$ cat config.mk
export PLATFORM = sky130hd
export DESIGN_NAME = seven_seg_decoder_flat
export DESIGN_NICKNAME = d
export VERILOG_FILES = /design/src/rtl/seven_seg_pkg.sv /design/src/rtl/seven_seg_decoder_if.sv /design/src/rtl/seven_seg_lookup.sv /design/src/rtl/seven_seg_decoder.sv /design/src/flat_wrapper.sv
export SDC_FILE = /design/constraint.sdc
export NUM_CORES = 1
export LEC_CHECK = 0
export CAP_MARGIN = 10
export CORE_ASPECT_RATIO = 1.75
export CORE_MARGIN = 2
export CORE_UTILIZATION = 32
export DETAILED_ROUTE_END_ITERATION = 7
export PLACE_DENSITY_LB_ADDON = 0.05
export SLEW_MARGIN = 20
export SYNTH_ARGS = -nofsm -noshare
export SYNTH_HDL_FRONTEND = slang
export SYNTH_HIERARCHICAL = 1
export SYNTH_SLANG_ARGS = --single-unit
$ cat constraint.sdc
create_clock -name clk -period 2.6 [get_ports clk]
set_input_delay 0.52 -clock clk [delete_from_list [all_inputs] [get_ports clk]]
set_output_delay 0.52 -clock clk [all_outputs]
set_load 0.02 [all_outputs]
$ cat src/rtl/seven_seg_pkg.sv
// Shared constants and types for the seven-segment scan decoder.
// Optional build macro SEVEN_SEG_DEC_BLANK_EN makes the all-off pattern a legal digit.
package seven_seg_pkg;

    // Segment patterns are active-low, bit6 = a .. bit0 = g, indexed by nibble value.
    localparam logic [6:0] SEG_TABLE [16] = '{
        7'b0000001, 7'b1001111, 7'b0010010, 7'b0000110,
        7'b1001100, 7'b0100100, 7'b0100000, 7'b0001111,
        7'b0000000, 7'b0001100, 7'b0001000, 7'b1100000,
        7'b0110001, 7'b1000010, 7'b0110000, 7'b0111000
    };

    localparam logic [6:0] SEG_ALL_OFF = 7'b1111111;

    typedef enum logic {
        COLLECT = 1'b0,
        HOLD    = 1'b1
    } state_t;

endpackage

$ cat src/rtl/seven_seg_decoder_if.sv
// Bundle of the sampled-segment input, the word handshake and the error report.
// Macro SEVEN_SEG_DEC_BLANK_EN adds the blank_mask signal.
interface seven_seg_decoder_if;

    logic [6:0]  seg_in;
    logic [1:0]  dig_idx;
    logic        sample_en;
    logic [15:0] word_out;
    logic        word_valid;
    logic        word_ready;
    logic        err;
    logic [1:0]  err_digit;
`ifdef SEVEN_SEG_DEC_BLANK_EN
    logic [3:0]  blank_mask;
`endif

    modport master (
        output seg_in, dig_idx, sample_en, word_ready,
        input  word_out, word_valid, err, err_digit
`ifdef SEVEN_SEG_DEC_BLANK_EN
        , input blank_mask
`endif
    );

    modport slave (
        input  seg_in, dig_idx, sample_en, word_ready,
        output word_out, word_valid, err, err_digit
`ifdef SEVEN_SEG_DEC_BLANK_EN
        , output blank_mask
`endif
    );

endinterface

$ cat src/rtl/seven_seg_lookup.sv
// Pure combinational map from an active-low segment pattern to {valid, nibble}.
// With SEVEN_SEG_DEC_BLANK_EN the all-off pattern is valid, decodes to 0 and raises blank.
module seven_seg_lookup
    import seven_seg_pkg::*;
(
    input  logic [6:0] seg,
`ifdef SEVEN_SEG_DEC_BLANK_EN
    output logic       blank,
`endif
    output logic       valid,
    output logic [3:0] nibble
);

    // NOTE: every output gets a default before the search so no latch is inferred.
    always_comb begin
        valid  = 1'b0;
        nibble = 4'h0;
        for (int i = 0; i < 16; i++) begin
            if (seg == SEG_TABLE[i]) begin
                valid  = 1'b1;
                nibble = 4'(i);
            end
        end
`ifdef SEVEN_SEG_DEC_BLANK_EN
        blank = (seg == SEG_ALL_OFF);
        if (blank) begin
            valid  = 1'b1;
            nibble = 4'h0;
        end
`endif
    end

endmodule

$ cat src/rtl/seven_seg_decoder.sv
// Debounces strobed seven-segment samples into four digit registers and hands out 16-bit words.
// Macro SEVEN_SEG_DEC_BLANK_EN accepts all-off digits and reports them on blank_mask.
module seven_seg_decoder
    import seven_seg_pkg::*;
#(
    parameter int STABLE_CNT = 3
)
(
    input  logic                clk,
    input  logic                rst_n,
    seven_seg_decoder_if.slave  bus
);

    localparam logic [3:0] CNT_MAX = 4'(STABLE_CNT);

    logic [6:0]      last_pat;
    logic [1:0]      last_idx;
    logic [3:0]      cnt;
    logic [3:0]      cnt_next;
    logic            same;
    logic            hit;
    logic            pat_valid;
    logic [3:0]      pat_nibble;
    logic [3:0][3:0] digits;
    logic [3:0]      captured;
    logic [3:0]      captured_set;
    logic [15:0]     word_q;
    logic            err_q;
    logic [1:0]      err_digit_q;
    logic            load_word;
    state_t          state;
    state_t          state_next;

`ifdef SEVEN_SEG_DEC_BLANK_EN
    logic            pat_blank;
    logic [3:0]      blank_dig;
    logic [3:0]      blank_q;
`endif

    seven_seg_lookup u_lookup (
        .seg    (bus.seg_in),
`ifdef SEVEN_SEG_DEC_BLANK_EN
        .blank  (pat_blank),
`endif
        .valid  (pat_valid),
        .nibble (pat_nibble)
    );

    assign same = (bus.seg_in == last_pat) && (bus.dig_idx == last_idx);

    // A repeat of an already saturated pattern is not a new arrival at the threshold,
    // except at a threshold of one where every strobe stands on its own.
    always_comb begin
        if (!bus.sample_en)      cnt_next = cnt;
        else if (!same)          cnt_next = 4'd1;
        else if (cnt == CNT_MAX) cnt_next = cnt;
        else                     cnt_next = cnt + 4'd1;
        hit = bus.sample_en && (cnt_next == CNT_MAX)
              && (!(same && (cnt == CNT_MAX)) || (STABLE_CNT == 1));
    end

    assign captured_set = (hit && pat_valid) ? (4'b0001 << bus.dig_idx) : 4'b0000;

    // NOTE: state registers use non-blocking assignments so every flop samples pre-edge values.
    always_ff @(posedge clk) begin
        if (!rst_n) begin
            last_pat    <= SEG_ALL_OFF;
            last_idx    <= 2'd0;
            cnt         <= 4'd0;
            captured    <= 4'b0000;
            err_q       <= 1'b0;
            err_digit_q <= 2'd0;
        end else begin
            if (bus.sample_en) begin
                last_pat <= bus.seg_in;
                last_idx <= bus.dig_idx;
                cnt      <= cnt_next;
            end
            err_q <= hit && !pat_valid;
            if (hit && !pat_valid) err_digit_q <= bus.dig_idx;
            captured <= (load_word ? 4'b0000 : captured) | captured_set;
        end
    end

    // NOTE: digit storage is left unreset; it is only observable after all four bits of captured are set.
    always_ff @(posedge clk) begin
        if (hit && pat_valid) begin
            digits[bus.dig_idx] <= pat_nibble;
`ifdef SEVEN_SEG_DEC_BLANK_EN
            blank_dig[bus.dig_idx] <= pat_blank;
`endif
        end
    end

    always_ff @(posedge clk) begin
        if (!rst_n) state <= COLLECT;
        else        state <= state_next;
    end

    always_comb begin
        state_next = state;
        load_word  = 1'b0;
        case (state)
            COLLECT: begin
                if (captured == 4'b1111) begin
                    load_word  = 1'b1;
                    state_next = HOLD;
                end
            end
            HOLD: begin
                if (bus.word_ready) begin
                    if (captured == 4'b1111) load_word  = 1'b1;
                    else                     state_next = COLLECT;
                end
            end
            default: state_next = COLLECT;
        endcase
    end

    always_ff @(posedge clk) begin
        if (!rst_n) begin
            word_q <= 16'h0000;
`ifdef SEVEN_SEG_DEC_BLANK_EN
            blank_q <= 4'b0000;
`endif
        end else if (load_word) begin
            word_q <= digits;
`ifdef SEVEN_SEG_DEC_BLANK_EN
            blank_q <= blank_dig;
`endif
        end
    end

    assign bus.word_out   = word_q;
    assign bus.word_valid = (state == HOLD);
    assign bus.err        = err_q;
    assign bus.err_digit  = err_digit_q;
`ifdef SEVEN_SEG_DEC_BLANK_EN
    assign bus.blank_mask = blank_q;
`endif

endmodule

$ cat src/flat_wrapper.sv
// flat-port wrapper written by rule: the top's interface ports become plain ports
module seven_seg_decoder_flat import seven_seg_pkg::*;
#(
    parameter int STABLE_CNT = 3
)
  (clk, rst_n, bus_seg_in, bus_dig_idx, bus_sample_en, bus_word_ready, bus_word_out, bus_word_valid, bus_err, bus_err_digit);
  seven_seg_decoder_if bus_i ();
  input  logic clk;
  input  logic rst_n;
  input wire logic [$bits(bus_i.seg_in)-1:0] bus_seg_in;
  input wire logic [$bits(bus_i.dig_idx)-1:0] bus_dig_idx;
  input wire logic [$bits(bus_i.sample_en)-1:0] bus_sample_en;
  input wire logic [$bits(bus_i.word_ready)-1:0] bus_word_ready;
  output wire logic [$bits(bus_i.word_out)-1:0] bus_word_out;
  output wire logic [$bits(bus_i.word_valid)-1:0] bus_word_valid;
  output wire logic [$bits(bus_i.err)-1:0] bus_err;
  output wire logic [$bits(bus_i.err_digit)-1:0] bus_err_digit;
  assign bus_i.seg_in = bus_seg_in;
  assign bus_i.dig_idx = bus_dig_idx;
  assign bus_i.sample_en = bus_sample_en;
  assign bus_i.word_ready = bus_word_ready;
  assign bus_word_out = bus_i.word_out;
  assign bus_word_valid = bus_i.word_valid;
  assign bus_err = bus_i.err;
  assign bus_err_digit = bus_i.err_digit;
  seven_seg_decoder #(.STABLE_CNT(STABLE_CNT)) u_core (.clk(clk), .rst_n(rst_n), .bus(bus_i));
endmodule
==> Word level (Yosys, flattened, before mapping) <==
Index checks and enable logic that the tools add are counted.
{ "totals": {"output_inout_bits": 20, "register_bits": 53, "wordCells": 92} }
{ "op_classes": {"n_bitwise": 2, "muxes": 44, "order_cmp": 2, "shifts": 1, "reduce_logical": 10, "eq_ne": 20, "n_addsub": 1} }
{ "op_table": {"columns": ["operator", "count"], "rows": [
  ["two-way mux 4 bit", 20],
  ["== test 7 x 6 -> 1 bit (second input constant)", 5],
  ["== test 7 bit (second input constant)", 4],
  ["== test 7 x 4 -> 1 bit (second input constant)", 3],
  ["two-way mux 1 bit", 20],
  ["bitwise mux 16 bit", 1],
  ["demux 4 bit (select 2 bit)", 1],
  ["== test 4 x 2 -> 1 bit (second input constant)", 2],
  ["== test 7 x 1 -> 1 bit (second input constant)", 1],
  ["== test 7 x 3 -> 1 bit (second input constant)", 1],
  ["== test 7 x 5 -> 1 bit (second input constant)", 1],
  ["== test 7 bit", 1],
  ["logical AND 1 bit", 7],
  ["zero test 7 bit", 1],
  ["adder 4 x 1 -> 4 bit (second input constant)", 1],
  ["== test 4 bit (second input constant)", 1],
  ["bitwise OR 4 bit", 1],
  ["one-hot mux 1 bit (2 select lines)", 2],
  ["<< shifter 1 x 2 -> 4 bit (first input constant)", 1],
  ["less-than comparator 2 x 3 -> 1 bit (second input constant)", 1],
  ["== test 2 bit", 1],
  ["greater-or-equal comparator 2 x 1 -> 1 bit (second input constant)", 1],
  ["zero test 1 bit", 2],
  ["inverter 1 bit", 1]
]} }

==> Longest topological paths before layout <==
{ "logic_depth": {"word_depth": 20, "ltp_mapped": 8} }

==> Cells and area by module <==
Netlist, hierarchy kept.
{ "by_module_without_submodules": {"columns": ["module", "cells_each", "seq_area_each_um2", "area_each_um2", "instances"], "rows": [
  ["seven_seg_decoder", 199, 1221.2, 2031.9, 1],
  ["seven_seg_lookup", 52, 0.0, 349.1, 1]
]} }

==> Least setup slack after synthesis <==
OpenSTA, ideal clock, no wires.
{ "synth_timing": {"path_type": "input to register", "startpoint": "input port bus_seg_in[0]", "endpoint": "register u_core/digits[4] (netlist name) (enable)", "path_stages": 8, "arrival_time_ns": 1.948, "path_slack_ns": 0.348, "required_time_ns": 2.295, "cell_sequence": "buf_6 or4b_4 nor3_2 a31oi_1 nand4_1 clkbuf_1 nand4b_1 inv_1"} }
{ "synth_between": {"elab_chain_len": 18, "elab_cells_between_ends": 42, "cone_classes": "17 x eq/ne; 18 x mux; 7 x reduce/logical"} }
{ "synth_lines": {"columns": ["element", "line_no", "text"], "rows": [
  ["start, declared", "flat_wrapper.sv:10", "input wire logic [$bits(bus_i.seg_in)-1:0] bus_seg_in;"],
  ["== test 7 x 1 -> 1 bit", "seven_seg_lookup.sv:19", "if (seg == SEG_TABLE[i]) begin"],
  ["two-way mux 1 bit (15 in a row)", "seven_seg_lookup.sv:19", null],
  ["two-way mux 1 bit *", "seven_seg_lookup.sv:19", null],
  ["via u_core.pat_valid", "seven_seg_decoder.sv:22", "logic pat_valid;"],
  ["logical AND 1 bit *", "seven_seg_decoder.sv:87", "if (hit && pat_valid) begin"],
  ["end signal, assigned by index", "seven_seg_decoder.sv:88", "digits[bus.dig_idx] <= pat_nibble;"],
  ["end, declared", "seven_seg_decoder.sv:24", "logic [3:0][3:0] digits;"]
]} }
Mark *: on every way through the listed nets, which the timed path passes. The rest lies on a longest branch.
A chain may end at the register's enable or synchronous reset.

==> Final worst setup path <==
{ "layout_timing": {"startpoint": "input port bus_seg_in[1]", "endpoint": "register u_core/digits[6] (netlist name) (enable)"} }
Same word-level chain as after synthesis.

==> flow_summary.toml <==
[pwr]
vdd_ir_drop_max_mv = 0.3655
p_per_area_nw_per_um2 = 565.3
p_leak_nw = 1.191
p_total_mw = 1.769

[layout]
layout.cells.non_filler = 392
multiInputGateArea_um2 = 1057
finalNetCount = 319
area_growth_pct = 31.42
n_antenna_cell = 0
drive_gt1_share_pct = 14.71
regArea_um2 = 1221
fin_area_um2 = 3129
fillers = 724

[global_routing]
first_global_vias = 1870
grt_max_degree = 21
track_usage_pct = 13.81
grt_pass1_wl_um = 8914
overflow = 0
antenna_found_initial = 0

[sta]
fin_crit_ps = 2363
hold_viol = 0
timing.final.crit_share_pct = 90.88
hold_ws_ps = 452.8
setup_slack_ps = 237.2
maxSlewViolCount = 0
fmax_ghz = 0.4232
relSlewSlack_pct = 73.19
tightest_slew_ps = 399.1
rsz0062_at_grt = "false"
fin_worst_skew_ps = 6.238
setup_viol = 0

[status]
status = "completed"

[placement]
place.gp.congestion = 0.8772
placed_cells = 384
post-place-ws_ps = -75.37
port_buffers = 32
place_area_um2 = 2962
hpwl_um = 4170

[critical_path]
endpoint_kind = "flip-flop"
path_max_fanout = 7
worst_ep_required_time_ps = 2590
cp-start-kind = "input port"
cp.arrival_ps = 2350
crit_type = "in2reg"

[routing]
top_layer = "met4"
via_per_inst = 4.885
wl_um = 5282
drtAntennaViolNets = 0
first_pass_iters = 4
wl_met1_um = 1936
drtIter0Drc = 81
drc = 0
wl_met2_um = 3066
wl_per_cell_um = 13.47
vias = 1915
wl_met3_um = 149

[synth]
synth_edf_count = 16
synthFlopType = "dfxtp_1"
yosysSeqAreaShare_pct = 51.29
synth.cell_area_um2 = 2381
synth_cell_type_count = 48
async_flop_share_pct = 0
avgSynthCellArea_um2 = 9.486
synth_seq_cells = 53
ys.warnings.count = 6
syn_inst = 251
synth_top_cell_by_area = "dfxtp_1"
synth_fp_nets = 265
synth_top_area_share_pct = 31.11
synthTopCellsByArea = "dfxtp_1 31%, edfxtp_1 20%, nand2_1 8.5%, a21oi_1 5.5%, xnor2_1 4.0%"

[die]
coreArea_um2 = 7233
die_area_um2 = 8174
die_h_um = 118.1
die_x_um = 69.21
start_util_pct = 32.92
num_io_pins = 33
rows = 41

[clock_network]
cts_buffers = 5
cts_setup_buffers = 0
cts.sink_count = 53
clkLatencyLatePin_ps = 290
ctsResizeCount = 0
clkTransAtPathRegs_ps = 70
cts_buffer_depth = 2
ctsHoldBuffers = 0
root_buffer = "clkbuf_16"
cts_tree = "done"
htreeDepth = 2

[job]
maxCapViolations = 0

[min_path]
hold_path.class = "reg2reg"
-- synth_stat cells, types with 2 or more instances --
library cell	n
a21oi_1	26
nand2_1	54
nor3_2	2
o22ai_1	2
mux2i_1	9
nand4b_1	2
and3_1	3
nand3b_1	2
nand4_1	6
dfxtp_1	37
clkbuf_1	6
nor2_1	6
nor3_1	4
nand2b_1	7
edfxtp_1	16
buf_2	7
inv_1	5
a31oi_1	2
xnor2_1	11
o21ai_0	3
or4_1	2
and2_1	2
nor2b_1	3
nand3_1	8
and4_1	2
o32ai_1	2
-- critical path: stages --
cell and delay [ps]:
clkdlybuf4s50_1 560, or4b_4 480, nor3_2 200, a31oi_1 70, nand4_1 180, nand4b_1 160
inv_1 180
-- logic make-up (layout without fill, tap and decap cells) --
| logic type | count (synthesis) | count (layout) | synth area share (%) |
|---|---|---|---|
| multiplexers | 9 | 9 | 3.784 |
| AO/OA/AOI/OAI | 43 | 43 | 11.14 |
| flip-flops | 53 | 53 | 51.29 |
| AND/OR/NAND/NOR | 112 | 112 | 24.91 |
| buffers and inverters | 22 | 77 | 4.309 |
| adder cells (fa/ha/maj) | 1 | 1 | 0.5254 |
| XOR/XNOR | 11 | 11 | 4.046 |
-- worst paths after layout --
kind | start | to | slack (ps) | depth (start not counted)
setup / recovery | bus_seg_in[1] | u_core/digits[6]$_DFFE_PP_ | 240 | 7
hold reg to reg | u_core/bus.word_out[11]$_SDFFE_PN0P_ | u_core/bus.word_out[11]$_SDFFE_PN0P_ | 450 | 2
hold / removal | u_core/bus.word_out[11]$_SDFFE_PN0P_ | u_core/bus.word_out[11]$_SDFFE_PN0P_ | 450 | 2
setup reg to reg | u_core/cnt[0]$_SDFFE_PN0P_ | u_core/digits[6]$_DFFE_PP_ | 550 | 6
-- power breakdown --
group / switching [mW] / internal (mW)
registers: 0.00681 / 0.859
clock network: 0.289 / 0.456
logic: 0.0806 / 0.0778
total: 0.376 / 1.39
-- state kept, by name, summed over array words and instances, names as in the netlist --
signal,count
u_core/bus.err,1
u_core/bus.err_digit,2
u_core/last_pat,7
u_core/digits,16
u_core/cnt,4
u_core/bus.word_out,16
u_core/last_idx,2
u_core/captured,4
u_core/bus.word_valid,1
-- metal layers --
metal  GRT usage, %  up-vias
met3          2.911        6
met4          6.740        0
met2          26.74       34
li1               -      995
met5              0        -
met1          13.31      880
-- cell type report --
type / count / share of cell area, %
clock buffers: 6 / 4.118
clock inverters: 2 / 1.240
inverters: 6 / 0.7197
multi-input cells: 176 / 33.79
flip-flops and latches: 53 / 39.02
well taps: 86 / 3.439
repair buffers: 63 / 17.67
-- stage by stage --
step	util (%)	setup TNS, ps
floorplan	-	0
global placement	40.94	-561.5
detailed placement	40.94	-962.7
CTS	43.26	0
global route	43.26	0
finish	43.26	0
-- placed cells by master, fill, tap and decap left out, types with 2 or more instances in the layout --
master / count
o22ai_1: 2
xnor2_1: 11
clkdlybuf4s50_1: 32
buf_4: 31
edfxtp_1: 16
nand4_1: 6
mux2i_1: 9
nor2b_1: 3
dfxtp_1: 37
and4_1: 2
nor3_2: 2
nor3_1: 4
clkbuf_16: 5
inv_1: 5
nand3b_1: 2
nor2_1: 6
and3_1: 3
o32ai_1: 2
nand3_1: 8
o21ai_0: 3
nand2_1: 54
or4_1: 2
nand2b_1: 7
a31oi_1: 2
a21oi_1: 26
nand4b_1: 2
and2_1: 2
(Power assumes the default switching activity.)
